**src/rtl/mult_datapath.sv**
```systemverilog
// Shift-add multiplier datapath. The controller sequences it with load/add/shift/ready.
// The datapath keeps the operand registers, tracks protocol errors, and registers the product.
module mult_datapath #(
   parameter int N = 4
) (
   input  logic             clk,
   input  logic             reset,
   input  logic             load_i,
   input  logic             add_i,
   input  logic             shift_i,
   input  logic             ready_i,
   input  logic [N-1:0]     mcand_i,
   input  logic [N-1:0]     mplier_i,
   output logic             m0_o,
   output logic [2*N-1:0]   product_o,
   output logic             p_valid_o,
   output logic             err_o
);

   localparam int CW = $clog2(N + 1);
   localparam logic [CW-1:0] CNT_MAX = '1;
   localparam logic [CW-1:0] CNT_N   = CW'(N);

   logic [N-1:0]   m_q,       m_d;
   logic [N:0]     acc_q,     acc_d;
   logic [N-1:0]   q_q,       q_d;
   logic           busy_q,    busy_d;
   logic [CW-1:0]  cnt_q,     cnt_d;
   logic [2*N-1:0] product_q, product_d;
   logic           pv_q,      pv_d;
   logic           err_q,     err_d;

   logic           done;
   logic           do_add;
   logic           do_shift;
   logic [2*N:0]   shifted;

   assign done     = ready_i & busy_q;
   assign do_add   = add_i & ~load_i;
   assign do_shift = shift_i & ~load_i & ~add_i;
   assign shifted  = {acc_q, q_q} >> 1;

   always_comb begin
      m_d       = m_q;
      acc_d     = acc_q;
      q_d       = q_q;
      busy_d    = busy_q;
      cnt_d     = cnt_q;
      product_d = product_q;
      pv_d      = done;
      err_d     = err_q;

      // Completion samples the pre-action registers, even when a load lands in the same cycle
      if (done) begin
         product_d = {acc_q[N-1:0], q_q};
         busy_d    = 1'b0;
         if ((cnt_q != CNT_N) || acc_q[N])
            err_d = 1'b1;
      end

      if ((do_add || do_shift) && !busy_q)
         err_d = 1'b1;

      if (load_i) begin
         m_d    = mcand_i;
         q_d    = mplier_i;
         acc_d  = '0;
         cnt_d  = '0;
         busy_d = 1'b1;
      end else if (do_add) begin
         acc_d = acc_q + {1'b0, m_q};
      end else if (do_shift) begin
         acc_d = shifted[2*N:N];
         q_d   = shifted[N-1:0];
         if (cnt_q != CNT_MAX)
            cnt_d = cnt_q + CW'(1);
      end
   end

   always_ff @(posedge clk or posedge reset) begin
      if (reset) begin
         m_q       <= '0;
         acc_q     <= '0;
         q_q       <= '0;
         busy_q    <= 1'b0;
         cnt_q     <= '0;
         product_q <= '0;
         pv_q      <= 1'b0;
         err_q     <= 1'b0;
      end else begin
         m_q       <= m_d;
         acc_q     <= acc_d;
         q_q       <= q_d;
         busy_q    <= busy_d;
         cnt_q     <= cnt_d;
         product_q <= product_d;
         pv_q      <= pv_d;
         err_q     <= err_d;
      end
   end

   assign m0_o      = q_q[0];
   assign product_o = product_q;
   assign p_valid_o = pv_q;
   assign err_o     = err_q;

endmodule

```
**config.mk**
```make
export PLATFORM = sky130hd
export DESIGN_NAME = mult_datapath
export DESIGN_NICKNAME = d
export VERILOG_FILES = /design/src/rtl/mult_datapath.sv
export SDC_FILE = /design/constraint.sdc
export NUM_CORES = 1
export LEC_CHECK = 0
export ABC_AREA = 0
export BUFFER_PORTS_ARGS = -buffer_cell sky130_fd_sc_hd__buf_4
export CAP_MARGIN = 25
export CORE_MARGIN = 8
export CORE_UTILIZATION = 58
export DETAILED_ROUTE_END_ITERATION = 8
export PLACE_DENSITY = 0.92
export SKIP_CTS_REPAIR_TIMING = 1
export SYNTH_ARGS = -nofsm -noshare
export SYNTH_HDL_FRONTEND = slang
export SYNTH_SLANG_ARGS = --single-unit
```
**constraint.sdc**
```tcl
create_clock -name clk -period 3.41 [get_ports clk]
set_clock_uncertainty 0.1 [all_clocks]
set_input_delay 0.682 -clock clk [delete_from_list [all_inputs] [get_ports clk]]
set_output_delay 0.682 -clock clk [all_outputs]
set_load 0.005 [all_outputs]
```
Word level (Yosys, flattened, before mapping)

Cells that the tools add are included.

$add $sub $neg: 2
Eq/ne operators: 3
Muxes and demuxes: 15
Bitwise operators: 6
Reductions and logical operators: 13

Operators with widths:

| kind                  | number |
|---|---|
| $mux W5               | 3 |
| $mux W3               | 4 |
| $mux W4               | 3 |
| $reduce_bool A2 Y1    | 5 |
| $ne A3 B3 Y1 const B  | 2 |
| $add A5 B4 Y5         | 1 |
| $mux W1               | 5 |
| $and A1 B1 Y1         | 4 |
| $reduce_and A2 Y1     | 2 |
| $add A3 B1 Y3 const B | 1 |
| $reduce_and A3 Y1     | 1 |
| $reduce_bool A3 Y1    | 1 |
| $logic_or A1 B1 Y1    | 2 |
| $ne A2 B2 Y1 const B  | 1 |
| $not A1 Y1            | 2 |
| $logic_and A1 B1 Y1   | 1 |
| $logic_not A1 Y1      | 1 |

Register bits: 27
Bits of input ports: 14
Output and inout bits: 11
Logic and storage cells: 47

Longest topological paths before layout

Word-level depth: 7
Mapped depth: 5

Worst setup path before layout

No wires, ideal clock.

Path type: input to register
Start point: input shift_i
End point: register q_q[3]
Arrival: 1.341 ns
Required time: 3.182 ns
Setup slack: 1.840 ns
Cell stages on the path: 5
Buffers on the path: 2
Cells stage by stage: buf_4 > and2b_2 > buf_4 > mux2i_1 > o21ai_0

Cells in the longest elaborated chain, start to end: 4

Ends and longest elaborated chain:

| element                      | RTL line | source |
|---|---|---|
| start: declaration           | 10       | `input logic shift_i,` |
| $and A1 B1 Y1 (2 in a row)   | 40       | `assign do_shift = shift_i & ~load_i & ~add_i;` |
| $reduce_bool A2 Y1 (no line) | -        |  |
| $reduce_and A2 Y1 (no line)  | -        |  |
| end signal: assignment       | 93       | `q_q <= q_d;` |
| end: declaration             | 26       | `logic [N-1:0] q_q, q_d;` |

Every way passes these cells.
A chain may end at the register's enable or synchronous reset.

Worst setup path in the final report

Start point: register product_q[7] (netlist: product_o[7])
End point: output product_o[7]

RTL lines:

| element                  | RTL line | source |
|---|---|---|
| start: declaration       | 29       | `logic [2*N-1:0] product_q, product_d;` |
| start signal: assignment | 96       | `product_q <= product_d;` |
| end: declaration         | 15       | `output logic [2*N-1:0] product_o,` |

No word-level cell between the ends.

==> run_results.csv <==
group,metric,value,unit
status,status,"finished clean",
yosys,async_flop_share,1.00,
setup_path,worst-setup-path-type,"flip-flop to primary output",
setup_path,max_stage_delay,430,ps
yosys,synth_edf_count,0,
die,die_area,4080,um2
finish,drive_gt1_frac,0.338,
setup_path,arrival,900,ps
global_routing,antenna_found_initial,0,
cts,cts_buffers,3,
finish,antenna_cells,0,
yosys,syn-cell-area,1330,um2
detailed_routing,wl_per_cell,15.1,um
sta,timing.final.crit_share,0.494,
die,die_h,63.9,um
cts,cts_tree,"built",
sta,finalHoldViolations,0,
setup_path,path_buf_inv,1,
global_routing,grtUsageTotal,0.125,
pwr,power.density,434,nW/um2
setup_path,crit_cells,1,
detailed_routing,final_antenna_net_count,0,
finish,area_growth,17.6,%
sta,fin_ws,1730,ps
place,pre_cts_ws,1670,ps
yosys,ys_ff_latch,27,
setup_path,cp-start-kind,"flip-flop",
cts,ctsHtreeMaxLevel,1,
place,place.gp.congestion,0.871,
sta,hold_ws,267,ps
detailed_routing,wirelength,2440,um
sta,slew_headroom,0.662,
cts,cts.path.max_buffers,2,
cts,cts.sinks,27,
global_routing,grt_start_max_net_pins,28,
detailed_routing,drt-initial-drc-count,27,
global_routing,grt_pass1_vias,888,
yosys,synthCells,109,
detailed_routing,vias,899,
place,hpwl,1810,um
yosys,seq_area_frac_synth,0.508,
cts,worstSkewPairLatency,320,ps
sta,tightest_slew,507,ps
setup_path,worstSetupEndpointType,"primary output",
pwr,p_leak,0.756,nW
detailed_routing,drc,0,
die,rows,17,
finish,fill_cells,157,
finish,nets,156,
pwr,vdd.ir_drop.worst,322,uV
setup_path,crit_chain,"buf_4",
place,port-buffer-count,24,
yosys,yosysUniqueCellTypes,30,
sta,setup_viol,0,
global_routing,grt_overflow,0,
yosys,synth_area_per_cell,12.2,um2
yosys,syn_nets,131,
setup_path,crit_slowest_cell,"dfrtp_1",
sta,tns,0,ps
worst_hold_path,worst_hold_path_type,"input port to async pin",
cts,clk_pin_slew,140,ps
sta,drv_slew,0,
setup_path,reg2reg_depth,4,
detailed_routing,viasPerCell,5.58,
cts,root_buffer,"clkbuf_4",
setup_path,crit_fanout,2,
yosys,yosys_warnings,0,
run,max_cap_viol_count,0,
sta,max_freq,594,MHz
place,placed_area,1510,um2
sta,fin_crit,1680,ps
die,die_w,63.9,um
global_routing,grt_pass1_wl,4170,um
die,io_pins,25,
yosys,yosys_most_used_dff,"dfrtp_1",
sta,rsz0062_at_grt,"no",
setup_path,critPathRequiredTime,2630,ps
die,core-area,2190,um2
die,initial_core_util,0.608,
setup_path,crit_family,"flip-flops",
finish,postLayoutCellArea,1570,um2
detailed_routing,drtPass1Iterations,4,
stage by stage:
| step | std cells | utilization | total power [mW] |
|---|---|---|---|
| 2_1_floorplan | 109 | - | 0.481 |
| 3_3_place_gp | 156 | 0.690 | 0.536 |
| 3_5_place_dp | 156 | 0.690 | 0.546 |
| 4_1_cts | 160 | 0.702 | 0.680 |
| 5_1_grt | 161 | 0.714 | 0.721 |
| 6_report | 161 | 0.714 | 0.679 |
power by group:
part           total [mW]  switching (mW)  internal, mW  leakage (nW)
logic               0.155          0.0641        0.0906         0.404
clock network       0.137          0.0912        0.0459        0.0150
registers           0.387          0.0292         0.358         0.337
total               0.679           0.185         0.494         0.756
cell families (layout without fill, tap and decap cells):
group	Yosys count	after routing	synth area share
flops	27	27	0.508
simple gates	26	26	0.117
mux	22	22	0.179
compound gates	13	13	0.0602
buf+inv	11	35	0.0432
fa+ha+maj	8	8	0.0808
xor+xnor	2	2	0.0132
final cells by class:
cell class | instances | area [um2] | share of cell area
Timing Repair Buffer | 25 | 208 | 0.133
Clock buffer | 4 | 26.3 | 0.0168
Sequential cell | 27 | 676 | 0.432
Tap cell | 28 | 35.0 | 0.0224
Inverter | 6 | 22.5 | 0.0144
Multi-Input combinational cell | 71 | 598 | 0.382
worst paths after layout:
check                             start           end  slack (ps)
min in group clk                  err_o         err_o         400
max                        product_o[7]  product_o[7]        1730
max in group asynchronous         reset        m_q[0]        2500
max reg2reg                    acc_q[0]      acc_q[2]        1770
min                               reset     p_valid_o         270
min reg2reg                       err_o         err_o         400
synthesized netlist by cell type (2+ instances only):
cell type / instances / share of area
xnor2_1: 2 / 0.013
mux2i_1: 8 / 0.060
nand2_1: 6 / 0.017
ha_1: 7 / 0.066
inv_1: 6 / 0.017
a21oi_1: 3 / 0.011
nor2b_1: 2 / 0.0094
buf_4: 2 / 0.011
mux2_2: 14 / 0.12
dfrtp_1: 27 / 0.51
nand3_1: 3 / 0.011
o21ai_0: 4 / 0.015
nor2_1: 6 / 0.017
a211oi_1: 3 / 0.017
routing by layer:
layer | GRT usage | vias to the layer above | routed length [um]
li1 | - | 430 | -
met1 | 0.157 | 439 | 1060
met2 | 0.197 | 28 | 1170
met3 | 0.0418 | 2 | 170
met4 | 0.0418 | 0 | 29
met5 | 0 | - | 0
layout by cell type (no fill, tap or decap), types with 2 or more instances in the layout:
cell type,count
dfrtp_1,27
buf_4,24
mux2_2,14
mux2i_1,8
ha_1,7
nor2_1,6
nand2_1,6
inv_1,6
o21ai_0,4
a211oi_1,3
nand3_1,3
a21oi_1,3
clkbuf_4,3
xnor2_1,2
nor2b_1,2
state kept, by name, summed over array words and instances (netlist names):
| signal | flops |
|---|---|
| cnt_q | 3 |
| busy_q | 1 |
| m_q | 4 |
| err_o | 1 |
| q_q | 4 |
| p_valid_o | 1 |
| product_o | 8 |
| acc_q | 5 |
No activity file was read; power rests on OpenSTA's default activity.
